### src/rtl/instr_types_pkg.sv
// Shared rename/commit types and sizing for the physical register file.
package instr_types_pkg;

   localparam int unsigned NUM_PHYS_REGS   = 64;
   localparam int unsigned NUM_ARCH_REGS   = 32;
   localparam int unsigned MAP_TABLE_DEPTH = 4;
   localparam int unsigned FREE_LIST_DEPTH = NUM_PHYS_REGS - NUM_ARCH_REGS;

   localparam int unsigned PHYS_REG_TAG_W   = $clog2(NUM_PHYS_REGS);
   localparam int unsigned MAP_TABLE_COL_W  = $clog2(MAP_TABLE_DEPTH);
   localparam int unsigned FREE_LIST_IDX_W  = $clog2(FREE_LIST_DEPTH);
   localparam int unsigned FREE_LIST_PTR_W  = FREE_LIST_IDX_W + 1;

   typedef logic [PHYS_REG_TAG_W-1:0]  phys_reg_tag_t;
   typedef logic [MAP_TABLE_COL_W-1:0] map_table_column_index_t;
   // Extra MSB is the wrap bit so full and empty are distinguishable.
   typedef logic [FREE_LIST_PTR_W-1:0] free_list_ptr_t;
   typedef logic [FREE_LIST_IDX_W-1:0] free_list_idx_t;

endpackage

### src/rtl/phys_reg_free_list.sv
// Circular FIFO of free physical register tags with per-column head checkpoints
// so a mispredict restore reclaims every tag allocated since the branch.
module phys_reg_free_list
   import instr_types_pkg::*;
(
   input  logic                       CLK,
   input  logic                       RST,
   input  logic                       dequeue_valid,
   output logic                       dequeue_success,
   output logic [PHYS_REG_TAG_W-1:0]  dequeue_phys_reg_tag,
   input  logic                       commit_free_valid,
   input  logic [PHYS_REG_TAG_W-1:0]  commit_free_phys_reg_tag,
   input  logic                       revert_valid,
   input  logic [PHYS_REG_TAG_W-1:0]  revert_speculated_phys_reg_tag,
   input  logic                       save_checkpoint_valid,
   input  logic [MAP_TABLE_COL_W-1:0] save_checkpoint_column,
   input  logic                       restore_checkpoint_valid,
   input  logic                       restore_checkpoint_speculate_failed,
   input  logic [MAP_TABLE_COL_W-1:0] restore_checkpoint_column,
   output logic [FREE_LIST_PTR_W-1:0] free_count,
   output logic                       empty
);

   localparam free_list_ptr_t DEPTH_PTR = free_list_ptr_t'(FREE_LIST_DEPTH);

   phys_reg_tag_t  entries   [FREE_LIST_DEPTH];
   free_list_ptr_t ckpt_head [MAP_TABLE_DEPTH];
   free_list_ptr_t head, tail, head_next, head_m1, count;
   logic           full, ckpt_we;

   assign count   = tail - head;
   assign full    = (count == DEPTH_PTR);
   assign head_m1 = head - free_list_ptr_t'(1);

   assign free_count           = count;
   assign empty                = (count == '0);
   assign dequeue_phys_reg_tag = entries[free_list_idx_t'(head)];

   // Head side: one action per cycle, revert > restore > save > dequeue.
   always_comb begin
      head_next       = head;
      dequeue_success = 1'b0;
      ckpt_we         = 1'b0;
      if (revert_valid) begin
         head_next = head_m1;
      end else if (restore_checkpoint_valid) begin
         if (restore_checkpoint_speculate_failed)
            head_next = ckpt_head[restore_checkpoint_column];
      end else if (save_checkpoint_valid) begin
         ckpt_we = 1'b1;
      end else if (dequeue_valid && !empty) begin
         dequeue_success = 1'b1;
         head_next       = head + free_list_ptr_t'(1);
      end
   end

   always_ff @(posedge CLK or posedge RST) begin
      if (RST) begin
         head <= '0;
         for (int unsigned i = 0; i < MAP_TABLE_DEPTH; i++)
            ckpt_head[i] <= '0;
      end else begin
         head <= head_next;
         if (ckpt_we)
            ckpt_head[save_checkpoint_column] <= head;
      end
   end

   // Tail side runs independently of the head-side priority chain.
   always_ff @(posedge CLK or posedge RST) begin
      if (RST) begin
         tail <= DEPTH_PTR;
         for (int unsigned i = 0; i < FREE_LIST_DEPTH; i++)
            entries[i] <= phys_reg_tag_t'(NUM_ARCH_REGS + i);
      end else if (commit_free_valid && !full) begin
         entries[free_list_idx_t'(tail)] <= commit_free_phys_reg_tag;
         tail                            <= tail + free_list_ptr_t'(1);
      end
   end

   always @(posedge CLK) begin
      if (!RST) begin
         if (revert_valid)
            assert (entries[free_list_idx_t'(head_m1)] == revert_speculated_phys_reg_tag
                    && count < DEPTH_PTR);
         if (commit_free_valid)
            assert (!full);
         if (!revert_valid && restore_checkpoint_valid && restore_checkpoint_speculate_failed)
            assert (free_list_ptr_t'(tail - ckpt_head[restore_checkpoint_column]) <= DEPTH_PTR);
      end
   end

endmodule

### config.mk
export PLATFORM = sky130hd
export DESIGN_NAME = phys_reg_free_list
export DESIGN_NICKNAME = d
export VERILOG_FILES = /design/src/rtl/instr_types_pkg.sv /design/src/rtl/phys_reg_free_list.sv
export SDC_FILE = /design/constraint.sdc
export NUM_CORES = 1
export LEC_CHECK = 0
export BUFFER_PORTS_ARGS = -buffer_cell sky130_fd_sc_hd__buf_4
export CAP_MARGIN = 40
export CORE_AREA = 2 2 147 149
export DETAILED_ROUTE_END_ITERATION = 16
export DIE_AREA = 0 0 149 151
export PLACE_DENSITY = 0.71
export SKIP_LAST_GASP = 1
export SYNTH_ARGS = -nofsm -noshare
export SYNTH_HDL_FRONTEND = slang
export SYNTH_SLANG_ARGS = --single-unit
### constraint.sdc
create_clock -name CLK -period 11.3 [get_ports CLK]
set_input_delay 1.13 -clock CLK [delete_from_list [all_inputs] [get_ports CLK]]
set_output_delay 1.13 -clock CLK [all_outputs]
set_load 0.02 [all_outputs]
* Word-level counts from Yosys, hierarchy flattened
Index checks and enable logic that the tools add are counted.
** Word-level totals
- Flip-flop bits (word level) :: 228
- Input port bits :: 24
- Output and inout bits :: 14
- Word-level logic and storage cells :: 88
** Operators by class
- $add $sub $neg :: 4
- $lt $le $gt $ge :: 6
- Equality and inequality tests :: 3
- Muxes and demuxes :: 24
- Bitwise logic cells :: 4
- Reduce and logical (&&, ||, !) cells :: 9
** Operators with widths (count)
- bitwise mux 192 bit :: 1
- 2-to-1 mux 6 bit :: 11
- binary-select mux 6 bit (select 5 bit) :: 1
- demux 6 bit (select 5 bit) :: 1
- bitwise mux 24 bit :: 1
- adder 6 x 1 -> 6 bit, second input constant :: 2
- binary-select mux 6 bit (select 2 bit) :: 1
- demux 6 bit (select 2 bit) :: 1
- greater-or-equal comparator 6 bit, second input constant :: 2
- NOT 5 -> 6 bit :: 2
- 2-to-1 mux 1 bit :: 7
- == test 6 bit, second input constant :: 1
- greater-or-equal comparator 3 bit, second input constant :: 2
- zero test 6 bit :: 1
- < comparator 6 x 1 -> 1 bit, second input constant :: 1
- != test 3 x 2 -> 1 bit, second input constant :: 2
- NOT 2 -> 3 bit :: 2
- subtractor 6 x 1 -> 6 bit, second input constant :: 1
- subtractor 6 bit :: 1
- logical AND 1 bit :: 4
- < comparator 3 x 1 -> 1 bit, second input constant :: 1
- AND reduction 3 bit :: 1
- nonzero test 3 bit :: 1
- zero test 1 bit :: 2

* Longest topological paths before layout
- Word-level depth :: 8
- Gate-level depth with buffers :: 11
- Depth with buffers taken out :: 9

* Least setup slack after synthesis
OpenSTA, ideal clock, no wires.
- Path kind :: reg2out
- Start :: reg head[4]
- End :: out dequeue_success
- Arrival :: 3.061 ns
- Required time :: 10.170 ns
- Setup slack :: 7.109 ns
- Cell stages (with the launch flop) :: 10
- Path buffers :: 2
- Cells stage by stage :: dfrtp_1 > clkbuf_1 > clkinv_1 > buf_1 > ha_1 > inv_1 > a2111oi_1 > or2_2 > o41ai_1 > nor4_1
** On the way
- Cells in the longest elaborated chain, start to end :: 8
** Ends and longest elaborated chain
- start: declaration :: RTL line phys_reg_free_list.sv:28 : free_list_ptr_t head, tail, head_next, head_m1, count;
- start signal: assignment :: RTL line phys_reg_free_list.sv:63 : head <= head_next;
- subtractor 6 bit :: RTL line phys_reg_free_list.sv:31 : assign count = tail - head;
- zero test 6 bit :: RTL line phys_reg_free_list.sv:36 : assign empty = (count == '0);
- zero test 1 bit :: RTL line phys_reg_free_list.sv:51 : end else if (dequeue_valid && !empty) begin
- logical AND 1 bit :: RTL line phys_reg_free_list.sv:51
- 2-to-1 mux 1 bit :: RTL line phys_reg_free_list.sv:51
- 2-to-1 mux 1 bit :: RTL line phys_reg_free_list.sv:49 : end else if (save_checkpoint_valid) begin
- 2-to-1 mux 1 bit :: RTL line phys_reg_free_list.sv:46 : end else if (restore_checkpoint_valid) begin
- 2-to-1 mux 1 bit :: RTL line phys_reg_free_list.sv:44 : if (revert_valid) begin
- end: declaration :: RTL line phys_reg_free_list.sv:9 : output logic dequeue_success,
No other way between the ends.

* Worst setup path after layout
- Start :: reg head[3]
- End :: out dequeue_success
The elaborated chain is that of the path after synthesis.

==> impl_metrics.py <==
metrics = {
    "detailed_routing": {
        "starting_drc_count_in_detailed_routing": 318,
        "routed_via_density": 6.13,
        "postRouteAntennaNets": 0,
        "post-route-drc-count": 0,
        "routed-via-count": 6611,
        "dr.pass1.iters": 4,
        "route.final.wire_length_mm": 25.0,
        "detail_route.wl_per_cell_um": 23.2,
    },
    "die": {
        "core_region_area_sq_mm": 0.0208,
        "start_util_pct": 54.0,
        "placementRows": 53,
        "io_pins": 38,
        "die_height_um": 151,
        "die_area_sq_mm": 0.0225,
        "die_boundary_width_um": 149,
    },
    "sta": {
        "post-route-worst-setup-slack_ns": 6.52,
        "final_min_period_over_clock_period_pct": 42.3,
        "final_hold_viol_count": 0,
        "skew_ns": 0.0114,
        "tightest_slew_ns": 0.895,
        "setup_repair_after_global_routing_missed_its_margin": "false",
        "fin_crit_ns": 4.78,
        "slew_headroom_pct": 39.8,
        "finalSetupTns_ns": 0,
        "slew_viol_final": 0,
        "timing.fmax_mhz": 209,
        "report.final.setup_viol": 0,
    },
    "pwr": {
        "p_sw_share_pct": 33.1,
        "static-leakage-power_uw": 0.00520,
        "vdd_drop_max_mv": 0.176,
        "sequentialPowerShare_pct": 39.0,
        "internal_power_uw": 2660,
        "total_power_uw": 3980,
        "power.share.clock_pct": 20.9,
        "total_switching_power_uw": 1320,
        "powerDensity_mw_per_mm2": 314,
        "power.share.combinational_pct": 40.1,
    },
    "clock_tree": {
        "cts-resized-gates": 0,
        "postCtsSetupRepairBufs": 0,
        "cts.clk_slew.worst_paths_ns": 0.06,
        "post_cts_hold_buffer_count": 0,
        "cts.sink_count": 228,
        "maximum_buffer_depth_of_the_clock_tree": 3,
        "insertion_delay_ns": 0.52,
        "cts_tree": "built",
        "root_buffer": "sky130_fd_sc_hd__clkbuf_16",
        "cts_h_tree_depth": 1,
        "tritoncts.num_buffers": 25,
    },
    "yosys": {
        "yosysWarningCount": 0,
        "async_reset_ff_share_pct": 100,
        "synthesis.area_per_instance_sq_um": 14.8,
        "post_synth_inst_count": 758,
        "synthDominantCellAreaShare_pct": 26.4,
        "synth_enable_flop_cells": 0,
        "netlist-cell-type-count": 55,
        "synth-seq-area-share_pct": 52.0,
        "yosys.cell_count.top_type": "sky130_fd_sc_hd__mux2_2",
        "post-synth-top-area-cell": "sky130_fd_sc_hd__dfstp_2",
        "synthesis.area_sq_mm": 0.0113,
        "postSynthNetCount": 794,
        "yosys-top-cells-area": "sky130_fd_sc_hd__dfstp_2, sky130_fd_sc_hd__dfrtp_1, sky130_fd_sc_hd__mux2_2",
        "postSynthRegisterBits": 228,
        "primary_flip_flop_cell_chosen_by_synthesis_mapping": "sky130_fd_sc_hd__dfrtp_1",
        "post_synth_most_frequent_cells": "sky130_fd_sc_hd__mux2_2, sky130_fd_sc_hd__dfrtp_1, sky130_fd_sc_hd__dfstp_2, sky130_fd_sc_hd__mux4_2, sky130_fd_sc_hd__nand2_1",
    },
    "placed_design": {
        "placed_instances": 1029,
        "detailedPlacementHpwl_mm": 16.6,
        "io_buffers": 31,
        "place_ws_ns": 7.09,
        "routabilityCongestion": 0.840,
    },
    "worst_hold_path": {
        "hold_path_class": "flip-flop to flip-flop",
    },
    "global_routing": {
        "grt_max_degree": 86,
        "antenna_found_initial": 0,
        "grt_first_pass_wirelength_mm": 40.4,
        "global_route.usage.total_pct": 23.5,
        "overflow": 0,
        "grt_pass1_vias": 7156,
    },
    "critical_path": {
        "worstPathMaxFanout": 17,
        "worstSetupEndpointType": "output pin",
        "cp_data_required_time_ns": 10.17,
        "critPathLaunchType": "flip-flop",
        "worstPathArrival_ns": 3.65,
        "criticalPathCategory": "flip-flop to output pin",
    },
    "finish": {
        "flow.area_growth_from_synthesis_pct": 12.6,
        "insertedDiodeCount": 0,
        "post_route_non_filler_standard_cell_count": 1078,
        "layout.filler_cells": 1558,
        "design.final.nets": 820,
        "final_layout_size_suffix_gt1_share_pct": 60.5,
    },
    "outcome": {
        "status": "finished, final reports clean",
    },
    "flow_run": {
        "maximum_capacitance_violations": 0,
    },
}
-- layout make-up --
cell class | count | area, sq um | share of cell area [%]
clock buffer | 38 | 734 | 5.80
clock inverter | 8 | 124 | 0.978
timing repair buffer | 49 | 409 | 3.23
multi-input combinational | 465 | 5140 | 40.6
inverter | 15 | 63.8 | 0.504
tap | 275 | 344 | 2.72
sequential | 228 | 5850 | 46.2
-- worst max-delay path, stage by stage (launching register included) --
cell and delay (ns):
sky130_fd_sc_hd__dfrtp_1 0.75, sky130_fd_sc_hd__clkinv_1 0.50, sky130_fd_sc_hd__ha_1 0.47, sky130_fd_sc_hd__o21ai_0 0.14, sky130_fd_sc_hd__a2111oi_1 0.12, sky130_fd_sc_hd__or2_2 0.32
sky130_fd_sc_hd__o41ai_1 0.56, sky130_fd_sc_hd__nor4_1 0.09, sky130_fd_sc_hd__buf_4 0.18
-- cells in the final DEF (no fill, tap or decap), types with 3 or more instances in the layout --
master and n:
sky130_fd_sc_hd__a21oi_1 8, sky130_fd_sc_hd__buf_16 3, sky130_fd_sc_hd__buf_2 8, sky130_fd_sc_hd__buf_4 35, sky130_fd_sc_hd__bufinv_16 3, sky130_fd_sc_hd__clkbuf_1 7
sky130_fd_sc_hd__clkbuf_16 25, sky130_fd_sc_hd__clkbuf_8 6, sky130_fd_sc_hd__clkinv_1 3, sky130_fd_sc_hd__dfrtp_1 113, sky130_fd_sc_hd__dfstp_2 113, sky130_fd_sc_hd__ha_1 11
sky130_fd_sc_hd__inv_1 11, sky130_fd_sc_hd__mux2_1 24, sky130_fd_sc_hd__mux2_2 185, sky130_fd_sc_hd__mux2i_1 3, sky130_fd_sc_hd__mux4_2 66, sky130_fd_sc_hd__nand2_1 42
sky130_fd_sc_hd__nand2b_1 3, sky130_fd_sc_hd__nand3_1 5, sky130_fd_sc_hd__nor2_1 10, sky130_fd_sc_hd__nor3_1 13, sky130_fd_sc_hd__nor3_2 25, sky130_fd_sc_hd__nor4_1 6
sky130_fd_sc_hd__o21ai_0 13, sky130_fd_sc_hd__or2_2 3, sky130_fd_sc_hd__xnor2_1 7, sky130_fd_sc_hd__xor2_1 6
-- worst paths after layout --
check,start,endpoint,slack (ns),cells after the start
setup reg to reg,head[3]$_DFFE_PP0P_,entries[190]$_DFFE_PP0P_,7.19,8
min in group asynchronous,RST,entries[30]$_DFFE_PP0P_,0.66,2
hold reg to reg,entries[74]$_DFFE_PP0P_,entries[74]$_DFFE_PP0P_,0.49,1
max in group asynchronous,RST,entries[162]$_DFFE_PP0P_,9.00,4
hold / removal,entries[74]$_DFFE_PP0P_,entries[74]$_DFFE_PP0P_,0.49,1
setup / recovery,head[3]$_DFFE_PP0P_,dequeue_success,6.52,8
-- per-stage QoR --
| step | hold slack, ns | cell area, sq um | utilization (%) |
|---|---|---|---|
| detailed placement | 0.467 | 11800 | 56.7 |
| CTS | 0.485 | 12700 | 60.8 |
| finish | 0.488 | 12700 | 60.8 |
| global placement | 0.457 | 11700 | 56.0 |
| global route | 0.512 | 12700 | 60.8 |
| floorplan | 0.445 | 11300 | - |
-- metal layers --
metal / vias to the layer above / GRT usage (%) / wire length, um
li1: 2888 / - / -
met1: 3539 / 31.9 / 10600
met2: 150 / 39.8 / 12600
met3: 34 / 3.67 / 1220
met4: 0 / 6.29 / 550
met5: - / 0 / 0
-- flip-flops by register name, summed over array words and instances, names as in the netlist --
| register | count |
|---|---|
| entries | 192 |
| ckpt_head | 24 |
| tail | 6 |
| head | 6 |
-- cells by family after synthesis --
family          count (synthesis)  synth area share (%)
compound gates                 44                  2.76
xor+xnor                       13                  1.01
fa+ha+maj                      12                  1.40
buf+inv                        65                  2.32
flops                         228                  52.0
mux                           278                  34.4
simple gates                  118                  6.14
-- power by group through the flow --
| stage | combinational (uW) | sequential [uW] | clock (uW) |
|---|---|---|---|
| CTS | 1610 | 1550 | 854 |
| global route | 1720 | 1600 | 892 |
| finish | 1600 | 1550 | 833 |
| global placement | 1510 | 1520 | 0 |
| detailed placement | 1610 | 1560 | 0 |
| floorplan | 1220 | 1440 | 0 |
No activity file was read; power rests on OpenSTA's default activity.
